===== src/rtl/rev_pkg.sv =====
// ============================================================================
// Module      : rev_pkg
// Description : Shared types, constants and sizing helper for stream_reverser.
// Revision    : 1.0 - initial release
// ============================================================================
`default_nettype none

package rev_pkg;

  // Frame FSM encoding: collect elements, then emit them.
  typedef enum logic {
    FILL  = 1'b0,
    DRAIN = 1'b1
  } state_t;

  // Frame order selection, sampled on the first element of each frame.
  localparam logic MODE_REV  = 1'b0;
  localparam logic MODE_PASS = 1'b1;

  // Number of bits needed to hold any value in 0..n (minimum 1).
  function automatic int idx_width(input int n);
    int w;
    w = 1;
    for (int i = 0; i < 32; i++) begin
      if ((longint'(1) << w) <= longint'(n)) begin
        w = w + 1;
      end
    end
    return w;
  endfunction

endpackage

`default_nettype wire


===== src/rtl/stream_reverser_if.sv =====
// ============================================================================
// Module      : stream_reverser_if
// Description : Upstream/downstream handshake bundle for stream_reverser.
//               The slave modport is the reverser's view of the bundle.
// Revision    : 1.0 - initial release
// ============================================================================
`default_nettype none

interface stream_reverser_if #(
  parameter int WIDTH = 8
);
  logic             mode;
  logic             in_valid;
  logic             in_ready;
  logic [WIDTH-1:0] in_data;
  logic             in_last;
  logic             out_valid;
  logic             out_ready;
  logic [WIDTH-1:0] out_data;
  logic             out_last;
  logic             busy;

  modport slave (
    input  mode, in_valid, in_data, in_last, out_ready,
    output in_ready, out_valid, out_data, out_last, busy
  );

  modport master (
    output mode, in_valid, in_data, in_last, out_ready,
    input  in_ready, out_valid, out_data, out_last, busy
  );
endinterface

`default_nettype wire


===== src/rtl/rev_buf.sv =====
// ============================================================================
// Module      : rev_buf
// Description : N x WIDTH frame store; one synchronous write port and one
//               asynchronous read port. Contents are never reset.
// Revision    : 1.0 - initial release
// ============================================================================
`default_nettype none

module rev_buf #(
  parameter int N     = 5,
  parameter int WIDTH = 8,
  parameter int AW    = 3
) (
  input  logic             clk,
  input  logic             we_i,
  input  logic [AW-1:0]    waddr_i,
  input  logic [WIDTH-1:0] wdata_i,
  input  logic [AW-1:0]    raddr_i,
  output logic [WIDTH-1:0] rdata_o
);

  logic [WIDTH-1:0] mem_q [N];

  // Store one element per accepted input transfer.
  always_ff @(posedge clk) begin
    if (we_i) begin
      mem_q[waddr_i] <= wdata_i;
    end
  end

  assign rdata_o = mem_q[raddr_i];

endmodule

`default_nettype wire


===== src/rtl/stream_reverser.sv =====
// ============================================================================
// Module      : stream_reverser
// Description : Collects a frame of up to N elements, then emits it either
//               reversed or in original order. No fill/drain overlap.
// Revision    : 1.0 - initial release
// ============================================================================
`default_nettype none

module stream_reverser
  import rev_pkg::*;
#(
  parameter int N     = 5,
  parameter int WIDTH = 8
) (
  input  logic             clk,
  input  logic             rst_n,
  stream_reverser_if.slave s
);

  // Indices cover 0..N-1; the frame length needs to reach N.
  localparam int             IW       = idx_width(N - 1);
  localparam int             LW       = idx_width(N);
  localparam logic [IW-1:0]  LAST_IDX = IW'(N - 1);

  state_t           state_q, state_d;
  logic [IW-1:0]    wr_cnt_q, wr_cnt_d;
  logic [IW-1:0]    rd_idx_q, rd_idx_d;
  logic [LW-1:0]    len_q, len_d;
  logic             mode_q, mode_d;
  logic             en_q;

  logic             w_in_xfer;
  logic             w_out_xfer;
  logic             w_frame_mode;
  logic             w_close;
  logic             w_out_last;
  logic [WIDTH-1:0] w_rd_data;

  // in_ready stays low through reset and rises on the first edge after it.
  assign s.in_ready  = en_q && (state_q == FILL);
  assign s.out_valid = (state_q == DRAIN);
  assign s.busy      = (state_q == DRAIN);

  assign w_out_last  = (state_q == DRAIN) &&
                       ((mode_q == MODE_PASS) ? (LW'(rd_idx_q) == (len_q - LW'(1)))
                                              : (rd_idx_q == '0));
  assign s.out_last  = w_out_last;
  assign s.out_data  = rst_n ? w_rd_data : '0;

  assign w_in_xfer   = s.in_valid && s.in_ready;
  assign w_out_xfer  = s.out_valid && s.out_ready;
  // The first element of a frame takes the live mode; later ones the latched.
  assign w_frame_mode = (wr_cnt_q == '0) ? s.mode : mode_q;
  assign w_close     = w_in_xfer && (s.in_last || (wr_cnt_q == LAST_IDX));

  rev_buf #(
    .N     (N),
    .WIDTH (WIDTH),
    .AW    (IW)
  ) u_buf (
    .clk     (clk),
    .we_i    (w_in_xfer),
    .waddr_i (wr_cnt_q),
    .wdata_i (s.in_data),
    .raddr_i (rd_idx_q),
    .rdata_o (w_rd_data)
  );

  // State, counters and latched frame attributes; reset discards any frame.
  always_ff @(posedge clk or negedge rst_n) begin
    if (!rst_n) begin
      state_q  <= FILL;
      wr_cnt_q <= '0;
      rd_idx_q <= '0;
      len_q    <= '0;
      mode_q   <= MODE_REV;
      en_q     <= 1'b0;
    end else begin
      state_q  <= state_d;
      wr_cnt_q <= wr_cnt_d;
      rd_idx_q <= rd_idx_d;
      len_q    <= len_d;
      mode_q   <= mode_d;
      en_q     <= 1'b1;
    end
  end

  // Next-state: accept until the frame closes, then walk the buffer out.
  always_comb begin
    state_d  = state_q;
    wr_cnt_d = wr_cnt_q;
    rd_idx_d = rd_idx_q;
    len_d    = len_q;
    mode_d   = mode_q;
    case (state_q)
      FILL: begin
        if (w_in_xfer) begin
          mode_d = w_frame_mode;
          if (w_close) begin
            state_d  = DRAIN;
            len_d    = LW'(wr_cnt_q) + LW'(1);
            rd_idx_d = (w_frame_mode == MODE_PASS) ? '0 : wr_cnt_q;
            wr_cnt_d = '0;
          end else begin
            wr_cnt_d = wr_cnt_q + 1'b1;
          end
        end
      end
      DRAIN: begin
        if (w_out_xfer) begin
          if (w_out_last) begin
            state_d = FILL;
          end else if (mode_q == MODE_PASS) begin
            rd_idx_d = rd_idx_q + 1'b1;
          end else begin
            rd_idx_d = rd_idx_q - 1'b1;
          end
        end
      end
      default: state_d = FILL;
    endcase
  end

endmodule

`default_nettype wire


===== src/flat_wrapper.sv =====
// flat-port wrapper written by rule: the top's interface ports become plain ports
module stream_reverser_flat import rev_pkg::*;
#(
  parameter int N     = 5,
  parameter int WIDTH = 8
)
  (clk, rst_n, s_mode, s_in_valid, s_in_data, s_in_last, s_out_ready, s_in_ready, s_out_valid, s_out_data, s_out_last, s_busy);
  stream_reverser_if #(.WIDTH(WIDTH)) s_i ();
  input  logic clk;
  input  logic rst_n;
  input wire logic [$bits(s_i.mode)-1:0] s_mode;
  input wire logic [$bits(s_i.in_valid)-1:0] s_in_valid;
  input wire logic [$bits(s_i.in_data)-1:0] s_in_data;
  input wire logic [$bits(s_i.in_last)-1:0] s_in_last;
  input wire logic [$bits(s_i.out_ready)-1:0] s_out_ready;
  output wire logic [$bits(s_i.in_ready)-1:0] s_in_ready;
  output wire logic [$bits(s_i.out_valid)-1:0] s_out_valid;
  output wire logic [$bits(s_i.out_data)-1:0] s_out_data;
  output wire logic [$bits(s_i.out_last)-1:0] s_out_last;
  output wire logic [$bits(s_i.busy)-1:0] s_busy;
  assign s_i.mode = s_mode;
  assign s_i.in_valid = s_in_valid;
  assign s_i.in_data = s_in_data;
  assign s_i.in_last = s_in_last;
  assign s_i.out_ready = s_out_ready;
  assign s_in_ready = s_i.in_ready;
  assign s_out_valid = s_i.out_valid;
  assign s_out_data = s_i.out_data;
  assign s_out_last = s_i.out_last;
  assign s_busy = s_i.busy;
  stream_reverser #(.N(N), .WIDTH(WIDTH)) u_core (.clk(clk), .rst_n(rst_n), .s(s_i));
endmodule

===== config.mk =====
export PLATFORM = sky130hd
export DESIGN_NAME = stream_reverser_flat
export DESIGN_NICKNAME = d
export VERILOG_FILES = /design/src/rtl/rev_pkg.sv /design/src/rtl/stream_reverser_if.sv /design/src/rtl/rev_buf.sv /design/src/rtl/stream_reverser.sv /design/src/flat_wrapper.sv
export SDC_FILE = /design/constraint.sdc
export NUM_CORES = 1
export LEC_CHECK = 0
export BUFFER_PORTS_ARGS = -buffer_cell sky130_fd_sc_hd__buf_2
export CAP_MARGIN = 20
export CORE_ASPECT_RATIO = 0.6
export CORE_MARGIN = 2
export CORE_UTILIZATION = 58
export CTS_CLUSTER_SIZE = 12
export DETAILED_ROUTE_END_ITERATION = 8
export GPL_TIMING_DRIVEN = 0
export PLACE_DENSITY = 0.79
export SLEW_MARGIN = 20
export SYNTH_ARGS = -nofsm -noshare
export SYNTH_HDL_FRONTEND = slang
export SYNTH_HIERARCHICAL = 1
export SYNTH_SLANG_ARGS = --single-unit

===== constraint.sdc =====
create_clock -name clk -period 2.4 [get_ports clk]
set_input_delay 0.24 -clock clk [delete_from_list [all_inputs] [get_ports clk]]
set_output_delay 0.24 -clock clk [all_outputs]
set_load 0.05 [all_outputs]

==> results of run 1 <==
[sequential cells by signal (all words and copies together), names as in the netlist]
signal              count
u_core/en_q             1
u_core/len_q            3
u_core/mode_q           1
u_core/rd_idx_q         3
u_core/s.busy           1
u_core/u_buf/mem_q     40
u_core/wr_cnt_q         3
[report_power, final]
group	total, mW	switching, mW	internal (mW)
Clock	0.484	0.277	0.208
Sequential	1.28	0.184	1.09
Combinational	1.46	0.858	0.607
Total	3.23	1.32	1.91
[cell usage after synthesis, drive strengths merged, types with 3 or more instances]
master | number | area share, %
a21oi | 3 | 0.62
buf | 6 | 2.3
nor2b | 6 | 1.6
a221oi | 8 | 3.2
nor2 | 5 | 0.78
dfrtp | 12 | 12
nor3 | 3 | 0.62
nand2 | 8 | 1.2
o21ai | 6 | 1.2
ha | 3 | 1.6
mux2i | 9 | 3.7
and2b | 4 | 1.7
edfxtp | 40 | 50
and2 | 9 | 2.4
nand3 | 4 | 0.83
inv | 17 | 2.7
a211oi | 8 | 2.7
xnor2 | 3 | 1.1
[final cells by class]
type / instances / area, µm² / area share, %
plain buffers: 7 / 61.3 / 2.23
repair buffers: 26 / 141 / 5.14
well taps: 50 / 62.6 / 2.27
flip-flops and latches: 52 / 1500 / 54.6
clock buffers: 6 / 72.6 / 2.64
inverters: 17 / 63.8 / 2.32
clock inverters: 2 / 16.3 / 0.591
multi-input cells: 102 / 831 / 30.2
[metrics by stage]
stage	TNS (ps)	worst slack, ps
after global routing	-4.79	-4.79
after detailed placement	0	59.2
after global placement	-497	-62.6
final	0	86.7
after floorplan	0	247
after CTS	0	47.2
[how the worst max path moves through the flow]
stage	endpoint	cells after the start	startpoint	slack, ps
2_1_floorplan	u_core/s.busy	7	u_core/len_q[0]	250
3_3_place_gp	u_core/u_buf/mem_q[4][7]	4	u_core/s.busy	-60
3_5_place_dp	u_core/u_buf/mem_q[2][3]	3	u_core/s.busy	60
4_1_cts	s_out_data[0]	5	u_core/rd_idx_q[2]	50
5_1_grt	s_out_last	6	u_core/len_q[0]	-5
6_report	s_out_last	6	u_core/len_q[0]	90
[cells by family after synthesis]
group,Yosys count
xor+xnor,5
mux,10
other cells,1
buf+inv,24
compound gates,34
simple gates,48
fa+ha+maj,4
flops,52
[per-layer routing]
layer  share of wire (%)  vias up
li1                    -      722
met5                   0        -
met4                 1.2        0
met2                  47       59
met1                  43      743
met3                 9.1        5
[what timing repair did]
item                                    4_1_cts  5_1_grt
endpoints found under the setup margin        1       17
resized for setup                             1        5
hold buffers                                  1        0
hold endpoints to repair                     12        0
==> metrics.log, run 1 <==
[metrics] endpoint of the worst hold-timing path: u_core/wr_cnt_q[2]
[metrics] time the worst path needs with I/O delays and setup: ~2300 ps
[metrics] Max rail drop VDD: a little under 700 µV
[metrics] met2 Track Usage GR: a little over a third
[metrics] total number of H-tree levels: 2
[metrics] CTS clk-pin slew, worst paths: approximately 100 ps
[metrics] hold-critical path depth: 2
[metrics] Post-DP Area: 0.00262 mm²
[metrics] core footprint: 0.00405 mm²
[metrics] worst r2r dst: u_core/rd_idx_q[1]
[metrics] count of unresolved DRC violations after routing: 0
[metrics] final wirelength: roughly 4700 µm
[metrics] highest-utilization routing layer at the global route stage: met2
[metrics] arithmetic-cell share of the synthesized area counting full adders, half adders and majority gates: under 10%
[metrics] met3 global-route usage: 5.21%
[metrics] post-route cell area: roughly 0.0028 mm²
[metrics] first-pass GRT wire length: 7270 µm
[metrics] port buffer count: 25
[metrics] type of the worst setup path: reg -> out
[metrics] global routing usage on met1: 30.3%
[metrics] number of max-capacitance violations reported: 0
[metrics] compound-cell area share of the yosys netlist: 10.9%
[metrics] fin nets: around 230
[metrics] top achievable clock speed: roughly 430 MHz
[metrics] Final Hold Violating Endpoints: 0
[metrics] Max Clock Skew: 12.3 ps
[metrics] cell family with the largest share of critical-path delay: simple AND/OR/NAND/NOR gates
[metrics] post-CTS setup buffers: 0
[metrics] result of the run: complete, no violations
[metrics] max-slew violation count: 0
[metrics] die height: 53.9 µm
[metrics] global-route usage over all layers: 22.0%
[metrics] RD Place Congestion: 0.852
[metrics] CP max stage delay: about 430 ps
[metrics] leakage power: 1.07 nW
[metrics] Die Area: approximately 0.0047 mm²
[metrics] share of post-route cells with drive strength above 1: between 20% and 30%
[metrics] synthesized netlist net count: between 150 and 200
[metrics] total CTS buffers: 5
[metrics] final-report setup violation count: 0
[metrics] Post-synth EDFFs: 40
[metrics] Area Overhead vs Synth: 14.4%
[metrics] TritonCTS sink count: 52
[metrics] final HPWL from detailed placement: between 3000 and 4000 µm
[metrics] initial cell density of the core: between 50 and 60%
[metrics] Hold Crit Class: in -> reg
[metrics] antenna violation net count after detailed routing: 0
[metrics] power per standard cell area: 1170 mW/mm²
[metrics] register-to-register setup slack: 210 ps
[metrics] simple logic cell fraction of the synthesized area: between 10% and 20%
[metrics] Main synth FF type: sky130_fd_sc_hd__edfxtp_1
[metrics] number of instances in the synthesized netlist: approximately 180
[metrics] worst-path cell chain: inv_1, ha_1, xor3_1, or4_4, nand2_1, buf_6
[metrics] commonest non-fill, non-tap cell in the layout: sky130_fd_sc_hd__edfxtp_1
[metrics] final core utilization: between 60% and 70%
[metrics] number of filler cells placed in the layout: a little under 300
[metrics] most used cells in the layout excluding fill and tap cells: 40 x sky130_fd_sc_hd__edfxtp_1, 24 x sky130_fd_sc_hd__buf_2, 17 x sky130_fd_sc_hd__inv_1
[metrics] worst-case clock buffer depth: 2
[metrics] Async S/R FF share, synth: between 20% and 30%
[metrics] startpoint type of the worst setup path: flop
[metrics] warnings from Yosys: 6
[metrics] final cell count without fillers: around 260
[metrics] total grt overflow: 0
[metrics] total inserted antenna cells: 0
[metrics] worst hold start: s_in_last
[metrics] iteration-0 DRC count of the detailed router: around 160
[metrics] CTS Root Cell: sky130_fd_sc_hd__clkbuf_8
[metrics] placed cells: 253
[metrics] wire per inst: between 15 and 20 µm
[metrics] XOR/XNOR Fraction of Synth Area: 2.45%
[metrics] smallest hold slack: around 150 ps
[metrics] startpoint of the most critical register-to-register path: u_core/wr_cnt_q[0]
[metrics] biggest fanout along the worst timing path: 4
[metrics] Rel. slew slack: 44.7%
[metrics] average vias per placed instance: a little under 6
[metrics] via count of the first global-routing pass: around 1500
[metrics] final total power: about 3.2 mW
[metrics] crit end category: output port
[metrics] initial antenna violation count: 0
[metrics] ports placed on the boundary: 26
[metrics] part of the Yosys area used for sequential elements: a little over three fifths
[metrics] number of placement rows: 18
[metrics] drt first pass iters: 4
[metrics] crit share post-route: 96.4%
[metrics] Netlist cell types: 42
[metrics] data arrival time of the worst path: 2070 ps
[metrics] Syn Std Cell Area: about 0.0024 mm²
[metrics] buffer and inverter count on the worst path: 2
[metrics] total via count in the routed design: between 1500 and 2000
[metrics] number of synthesized register bits: 52
[metrics] Critical Path Slowest Stage Cell: sky130_fd_sc_hd__or4_4
[metrics] CTS tree: built
[metrics] width of the die: about 87 µm
[metrics] average footprint of a synthesized cell: approximately 14 µm²
[metrics] reg2reg path depth: 6
[metrics] mux cell area share after synthesis: about 4.2%
[metrics] pin count of the biggest net entering global routing: 21
[metrics] required time worst endpoint: ~2200 ps
[metrics] latest clock arrival within the worst-skew pair: approximately 300 ps
[metrics] dominant combinational cell family by area after synthesis: simple AND/OR/NAND/NOR gates
[metrics] actual slew at the worst max-slew pin: a little over 800 ps
Note: power is estimated with default switching activity, not from simulation.
==> run 2: changes to the inputs <==
--- a/config.mk
+++ b/config.mk
@@ -9,11 +9,10 @@
 export CAP_MARGIN = 20
 export CORE_ASPECT_RATIO = 0.6
 export CORE_MARGIN = 2
-export CORE_UTILIZATION = 58
+export CORE_UTILIZATION = 45
 export CTS_CLUSTER_SIZE = 12
 export DETAILED_ROUTE_END_ITERATION = 8
 export GPL_TIMING_DRIVEN = 0
-export PLACE_DENSITY = 0.79
 export SLEW_MARGIN = 20
 export SYNTH_ARGS = -nofsm -noshare
 export SYNTH_HDL_FRONTEND = slang
==> run 2 against run 1 <==
Sequential power about the same. Worst setup slack improved by 9.5 ps. Register-to-register slack got worse by 20 ps. Utilization decreased by 13 points. Critical path depth unchanged. Sequential share of layout area decreased by 0.76 points. Count of clock-buffer cells in the layout decreased by 1. Cell area increased by 1.5%. Worst hold slack improved by 14 ps. Wire length increased by 4.3%. Critical path type unchanged.
==> metrics.log, run 2 (synthesis results as in run 1) <==
[metrics] result of the run: complete, no violations (unchanged)
[metrics] commonest non-fill, non-tap cell in the layout: sky130_fd_sc_hd__edfxtp_1 (unchanged)
[metrics] power per standard cell area: 1180 mW/mm² (was 1170 mW/mm²)
[metrics] hold-critical path depth: 2 (unchanged)
[metrics] drt first pass iters: 4 (unchanged)
[metrics] final-report setup violation count: 0 (unchanged)
[metrics] final total power: 3.28 mW (was 3.23 mW)
[metrics] top achievable clock speed: 434 MHz (was 432 MHz)
[metrics] post-CTS setup buffers: 0 (unchanged)
[metrics] top layer reached by signal wires: met4 (unchanged)
[metrics] largest register by flop count: u_core/u_buf/mem_q (unchanged)
[metrics] final core utilization: 54.7% (was 67.8%)
[metrics] width of the die: 98.4 µm (was 87.1 µm)
[metrics] worst hold start: s_in_last (unchanged)
[metrics] placed cells: 270 (was 253)
[metrics] CTS Root Cell: sky130_fd_sc_hd__clkbuf_8 (unchanged)
[metrics] Hold Crit Class: in -> reg (unchanged)
[metrics] final wirelength: 4880 µm (was 4680 µm)
[metrics] first-pass GRT wire length: 7890 µm (was 7270 µm)
[metrics] endpoint of the worst hold-timing path: u_core/wr_cnt_q[2] (unchanged)
[metrics] max-slew violation count: 0 (unchanged)
[metrics] number of filler cells placed in the layout: 435 (was 293)
[metrics] Max rail drop VDD: 393 µV (was 678 µV)
[metrics] worst-path cell chain: inv_1, ha_1, xor3_1, or4_4, nand2_1, buf_6 (unchanged)
[metrics] Rel. slew slack: 46.2% (was 44.7%)
[metrics] reg2reg path depth: 7 (was 6)
[metrics] port buffer count: 25 (unchanged)
[metrics] global-route usage over all layers: 18.2% (was 22.0%)
[metrics] CTS tree: built (unchanged)
[metrics] required time worst endpoint: 2160 ps (about the same)
[metrics] CP max stage delay: 430 ps (about the same)
[metrics] crit end category: output port (unchanged)
[metrics] worst-case clock buffer depth: 2 (unchanged)
[metrics] wire per inst: 17.5 µm (was 17.9 µm)
[metrics] data arrival time of the worst path: 2060 ps (was 2070 ps)
[metrics] Critical Path Slowest Stage Cell: sky130_fd_sc_hd__or4_4 (unchanged)
[metrics] type of the worst setup path: reg -> out (unchanged)
[metrics] multi-input logic area: 836 µm² (was 831 µm²)
[metrics] RD Place Congestion: 0.872 (was 0.852)
[metrics] Area Overhead vs Synth: 16.1% (was 14.4%)
[metrics] CTS clk-pin slew, worst paths: 100 ps (about the same)
[metrics] die height: 60.6 µm (was 53.9 µm)
[metrics] total number of H-tree levels: 2 (unchanged)
[metrics] time the worst path needs with I/O delays and setup: 2300 ps (was 2310 ps)
[metrics] max reg flops: 40 (unchanged)
[metrics] most used cells in the layout excluding fill and tap cells: 40 x sky130_fd_sc_hd__edfxtp_1, 24 x sky130_fd_sc_hd__buf_2, 17 x sky130_fd_sc_hd__inv_1 (unchanged)
[metrics] number of max-capacitance violations reported: 0 (unchanged)
[metrics] total grt overflow: 0 (unchanged)
[metrics] fin nets: 230 (was 229)
[metrics] startpoint of the most critical register-to-register path: u_core/wr_cnt_q[0] (unchanged)
[metrics] pin count of the biggest net entering global routing: 21 (unchanged)
[metrics] Die Area: 0.00596 mm² (was 0.00469 mm²)
[metrics] startpoint type of the worst setup path: flop (unchanged)
[metrics] biggest fanout along the worst timing path: 4 (unchanged)
[metrics] DR WL met3: 271 µm (was 426 µm)
[metrics] latest clock arrival within the worst-skew pair: 300 ps (about the same)
[metrics] share of post-route cells with drive strength above 1: 27.2% (was 25.5%)
[metrics] via count of the first global-routing pass: 1452 (was 1462)
[metrics] total inserted antenna cells: 0 (unchanged)
[metrics] TritonCTS sink count: 52 (unchanged)
[metrics] amount of wire on met2 after detailed routing: 2170 µm (was 2180 µm)
[metrics] final HPWL from detailed placement: 3340 µm (was 3170 µm)
[metrics] leakage power: 1.08 nW (was 1.07 nW)
[metrics] crit share post-route: 96.0% (was 96.4%)
[metrics] average vias per placed instance: 5.36 (was 5.84)
[metrics] unrepaired setup endpoints after global routing: no
[metrics] initial antenna violation count: 0 (unchanged)
[metrics] register-to-register setup slack: 190 ps (was 210 ps)
[metrics] total via count in the routed design: 1495 (was 1529)
[metrics] actual slew at the worst max-slew pin: 806 ps (was 825 ps)
[metrics] Final Hold Violating Endpoints: 0 (unchanged)
[metrics] count of unresolved DRC violations after routing: 0 (unchanged)
[metrics] number of placement rows: 20 (was 18)
[metrics] antenna violation net count after detailed routing: 0 (unchanged)
[metrics] worst r2r dst: u_core/rd_idx_q[2] (was u_core/rd_idx_q[1])
[metrics] DRT met1 WL: 2430 µm (was 2020 µm)
[metrics] Max Clock Skew: 3.64 ps (was 12.3 ps)
[metrics] initial cell density of the core: 47.1% (was 59.3%)
[metrics] ports placed on the boundary: 26 (unchanged)
[metrics] Sequential Area: 0.00150 mm² (about the same)
[metrics] iteration-0 DRC count of the detailed router: 112 (was 158)
[metrics] core footprint: 0.00510 mm² (was 0.00405 mm²)
[metrics] total CTS buffers: 5 (unchanged)
[metrics] final cell count without fillers: 279 (was 262)
## run 2: layer usage
| metal | up-vias | global-route usage, % |
|---|---|---|
| met5 | - | 0 |
| met4 | 0 | 3.52 |
| met3 | 2 | 3.80 |
| met2 | 39 | 28.0 |
| met1 | 728 | 27.6 |
| li1 | 726 | - |
## run 2: worst max-delay path: cells and delay by family, from the launching register on
kind          cells  cell delay (ps)
xor+xnor          1              350
fa+ha+maj         1              210
buf+inv           2              230
flops             1              390
simple gates      2              590
## run 2: cell type report
class	instances	share of cell area (%)
flip-flops and latches	52	53.8
multi-input cells	102	29.9
repair buffers	27	5.33
well taps	66	2.96
clock buffers	5	2.47
inverters	17	2.29
plain buffers	7	2.20
clock inverters	3	0.986
## run 2: where the power goes
part	switching [mW]	leakage (nW)	total, mW	internal, mW
Sequential	0.189	0.507	1.28	1.10
Clock	0.298	0.0463	0.513	0.214
Combinational	0.873	0.524	1.48	0.611
## run 2: stage by stage
stage | hold WS, ps | instance area [µm²] | TNS (ps) | setup slack [ps]
floorplan | -55.6 | 2420 | 0 | 247
global placement | 196 | 2630 | -1600 | -156
detailed placement | 214 | 2660 | -509 | -63.9
CTS | 152 | 2780 | 0 | 1.22
global route | 141 | 2790 | 0 | 2.26
finish | 159 | 2790 | 0 | 96.2
## run 2: worst max-delay path by stage
stage / start / endpoint / slack, ps / depth (start not counted)
floorplan: u_core/len_q[0] / u_core/s.busy / 250 / 7
global placement: u_core/s.busy / u_core/u_buf/mem_q[4][1] / -160 / 4
detailed placement: u_core/s.busy / u_core/u_buf/mem_q[2][3] / -60 / 3
CTS: u_core/len_q[0] / s_out_last / 1 / 6
global route: u_core/len_q[0] / s_out_last / 2 / 6
finish: u_core/len_q[0] / s_out_last / 100 / 6
## run 2: timing repair
item                                   in CTS  in global routing
setup endpoints to repair                  10                  4
hold buffers                                1                  0
gates resized for setup                     2                  7
endpoints found under the hold margin      12                  0
==> run 3: changes to the inputs <==
--- a/config.mk
+++ b/config.mk
@@ -9,10 +9,11 @@
 export CAP_MARGIN = 20
 export CORE_ASPECT_RATIO = 0.6
 export CORE_MARGIN = 2
-export CORE_UTILIZATION = 45
+export CORE_UTILIZATION = 50
 export CTS_CLUSTER_SIZE = 12
 export DETAILED_ROUTE_END_ITERATION = 8
 export GPL_TIMING_DRIVEN = 0
+export PLACE_DENSITY = 0.7
 export SLEW_MARGIN = 20
 export SYNTH_ARGS = -nofsm -noshare
 export SYNTH_HDL_FRONTEND = slang
==> run 3 against run 2 <==
Clock power grew 32%. Cell area up 0.63%. Sequential power about the same. Cell count fell by 1.8%. Utilization is 6.5 points higher. Critical path depth unchanged. Count of clock-buffer cells in the layout unchanged. First-iteration DRC count fell by 33%. Largest power group unchanged.
==> metrics.log, run 3 (synthesis results as in run 1) <==
[metrics] result of the run: complete, no violations (unchanged)
[metrics] worst r2r dst: u_core/rd_idx_q[1] (was u_core/rd_idx_q[2])
[metrics] Die Area: 0.00540 mm² (was 0.00596 mm²)
[metrics] drt first pass iters: 4 (unchanged)
[metrics] die height: 57.7 µm (was 60.6 µm)
[metrics] cell family with the largest share of critical-path delay: simple AND/OR/NAND/NOR gates (unchanged)
[metrics] initial antenna violation count: 0 (unchanged)
[metrics] largest register by flop count: u_core/u_buf/mem_q (unchanged)
[metrics] actual slew at the worst max-slew pin: 807 ps (was 806 ps)
[metrics] TritonCTS sink count: 52 (unchanged)
[metrics] port buffer count: 25 (unchanged)
[metrics] crit share post-route: 94.9% (was 96.0%)
[metrics] most used cells in the layout excluding fill and tap cells: 40 x sky130_fd_sc_hd__edfxtp_1, 24 x sky130_fd_sc_hd__buf_2, 17 x sky130_fd_sc_hd__inv_1 (unchanged)
[metrics] average vias per placed instance: 5.61 (was 5.36)
[metrics] iteration-0 DRC count of the detailed router: 75 (was 112)
[metrics] setup_tns: 0 ps (unchanged)
[metrics] post-route cell area: 0.00281 mm² (was 0.00279 mm²)
[metrics] placed cells: 266 (was 270)
[metrics] endpoint of the worst hold-timing path: u_core/u_buf/mem_q[2][3] (was u_core/wr_cnt_q[2])
[metrics] required time worst endpoint: 2160 ps (about the same)
[metrics] hold-critical path depth: 1 (was 2)
[metrics] Area Overhead vs Synth: 16.9% (was 16.1%)
[metrics] global-route usage over all layers: 19.4% (was 18.2%)
[metrics] biggest fanout along the worst timing path: 4 (unchanged)
[metrics] total CTS buffers: 5 (unchanged)
[metrics] wire per inst: 17.7 µm (was 17.5 µm)
[metrics] register-to-register setup slack: 140 ps (was 190 ps)
[metrics] max reg flops: 40 (unchanged)
[metrics] data arrival time of the worst path: 2040 ps (was 2060 ps)
[metrics] final HPWL from detailed placement: 3290 µm (was 3340 µm)
[metrics] time the worst path needs with I/O delays and setup: 2280 ps (was 2300 ps)
[metrics] count of unresolved DRC violations after routing: 0 (unchanged)
[metrics] max-slew violation count: 0 (unchanged)
[metrics] initial cell density of the core: 52.4% (was 47.1%)
[metrics] number of placement rows: 19 (was 20)
[metrics] first-pass GRT wire length: 7550 µm (was 7890 µm)
[metrics] total grt overflow: 0 (unchanged)
[metrics] RD Place Congestion: 0.782 (was 0.872)
[metrics] total inserted antenna cells: 0 (unchanged)
[metrics] Post-DP Area: 0.00265 mm² (was 0.00266 mm²)
[metrics] CTS tree: built (unchanged)
[metrics] leakage power: 1.09 nW (was 1.08 nW)
[metrics] crit end category: output port (unchanged)
[metrics] Rel. slew slack: 45.9% (was 46.2%)
[metrics] Hold Crit Class: in -> reg (unchanged)
[metrics] final cell count without fillers: 274 (was 279)
[metrics] via count of the first global-routing pass: 1446 (was 1452)
[metrics] final wirelength: 4860 µm (was 4880 µm)
[metrics] Placement Setup Slack: 21.3 ps (was -63.9 ps)
[metrics] width of the die: 93.5 µm (was 98.4 µm)
[metrics] Critical Path Slowest Stage Cell: sky130_fd_sc_hd__or4_4 (unchanged)
[metrics] type of the worst setup path: reg -> out (unchanged)
[metrics] antenna violation net count after detailed routing: 0 (unchanged)
[metrics] power per standard cell area: 1230 mW/mm² (was 1180 mW/mm²)
[metrics] final-report setup violation count: 0 (unchanged)
[metrics] final total power: 3.44 mW (was 3.28 mW)
[metrics] worst-case clock buffer depth: 2 (unchanged)
[metrics] Final Hold Violating Endpoints: 0 (unchanged)
[metrics] share of post-route cells with drive strength above 1: 26.1% (was 27.2%)
[metrics] setup slack of the critical path after layout: 123 ps (was 96.2 ps)
[metrics] worst-path cell chain: inv_1, ha_1, xor3_1, or4_4, nand2_2, buf_6 (was inv_1, ha_1, xor3_1, or4_4, nand2_1, buf_6)
[metrics] startpoint of the most critical register-to-register path: u_core/wr_cnt_q[0] (unchanged)
[metrics] core footprint: 0.00459 mm² (was 0.00510 mm²)
[metrics] reg2reg path depth: 6 (was 7)
[metrics] top achievable clock speed: 439 MHz (was 434 MHz)
[metrics] CP max stage delay: 440 ps (was 430 ps)
[metrics] buffer and inverter count on the worst path: 2 (unchanged)
[metrics] total number of H-tree levels: 2 (unchanged)
[metrics] commonest non-fill, non-tap cell in the layout: sky130_fd_sc_hd__edfxtp_1 (unchanged)
[metrics] worst hold start: s_in_data[3] (was s_in_last)
[metrics] ports placed on the boundary: 26 (unchanged)
[metrics] total via count in the routed design: 1538 (was 1495)
[metrics] CTS clk-pin slew, worst paths: 90 ps (was 100 ps)
[metrics] CTS Root Cell: sky130_fd_sc_hd__clkbuf_8 (unchanged)
[metrics] pin count of the biggest net entering global routing: 21 (unchanged)
[metrics] number of max-capacitance violations reported: 0 (unchanged)
[metrics] latest clock arrival within the worst-skew pair: 300 ps (about the same)
[metrics] Max Clock Skew: 3.46 ps (was 3.64 ps)
[metrics] Max rail drop VDD: 482 µV (was 393 µV)
[metrics] fin nets: 229 (was 230)
[metrics] startpoint type of the worst setup path: flop (unchanged)
[metrics] unrepaired setup endpoints after global routing: no (unchanged)
[run 3: worst max path at each step]
stage | end | slack, ps | cells after the start | startpoint
2_1_floorplan | u_core/s.busy | 250 | 7 | u_core/len_q[0]
3_3_place_gp | u_core/u_buf/mem_q[4][5] | -110 | 4 | u_core/s.busy
3_5_place_dp | u_core/u_buf/mem_q[2][4] | 20 | 3 | u_core/s.busy
4_1_cts | s_out_last | 40 | 6 | u_core/len_q[0]
5_1_grt | s_out_data[2] | 10 | 7 | u_core/rd_idx_q[2]
6_report | s_out_last | 120 | 6 | u_core/len_q[0]
[run 3: power by group]
group	switching (mW)	internal, mW	leakage [nW]	total, mW
clock network	0.268	0.410	0.0642	0.678
registers	0.191	1.09	0.508	1.28
logic	0.872	0.609	0.518	1.48
total	1.33	2.11	1.09	3.44
[run 3: per-layer routing]
metal,track usage [%],part of all wire (%),vias to the layer above
met4,7.14,1.8,0
met3,3.51,3.7,10
met2,29.8,45,39
li1,-,-,725
met5,0,0,-
met1,28.2,50,764
[run 3: cell type report]
type                       instances  area (µm²)
buffer                             7        61.3
fill                             367        1780
clock inverter                     2        60.1
sequential                        52        1500
multi-input combinational        102         833
inverter                          17        63.8
tap                               63        78.8
timing repair buffer              26         141
clock buffer                       5        68.8
[run 3: worst reg2reg max path, delay by kind of cell, from the launching register on]
| kind | cells | cell delay (ps) |
|---|---|---|
| AOI/OAI and AO/OA | 2 | 580 |
| adders and majority gates | 1 | 270 |
| buffers and inverters | 1 | 170 |
| DFF | 1 | 630 |
| muxes | 1 | 370 |
| and+or+nand+nor | 1 | 140 |
[run 3: what timing repair did]
item	in CTS	in global routing
resized for setup	3	4
setup buffers	0	0
endpoints found under the setup margin	10	2
pin swaps	0	0
hold endpoints to repair	12	0
hold buffers	1	0
[run 3: per-stage QoR]
stage               hold WS [ps]  util (%)
floorplan                  -55.6         -
global placement             188      57.2
detailed placement           194      57.7
CTS                          154      61.1
global route                 158      61.2
finish                       157      61.2
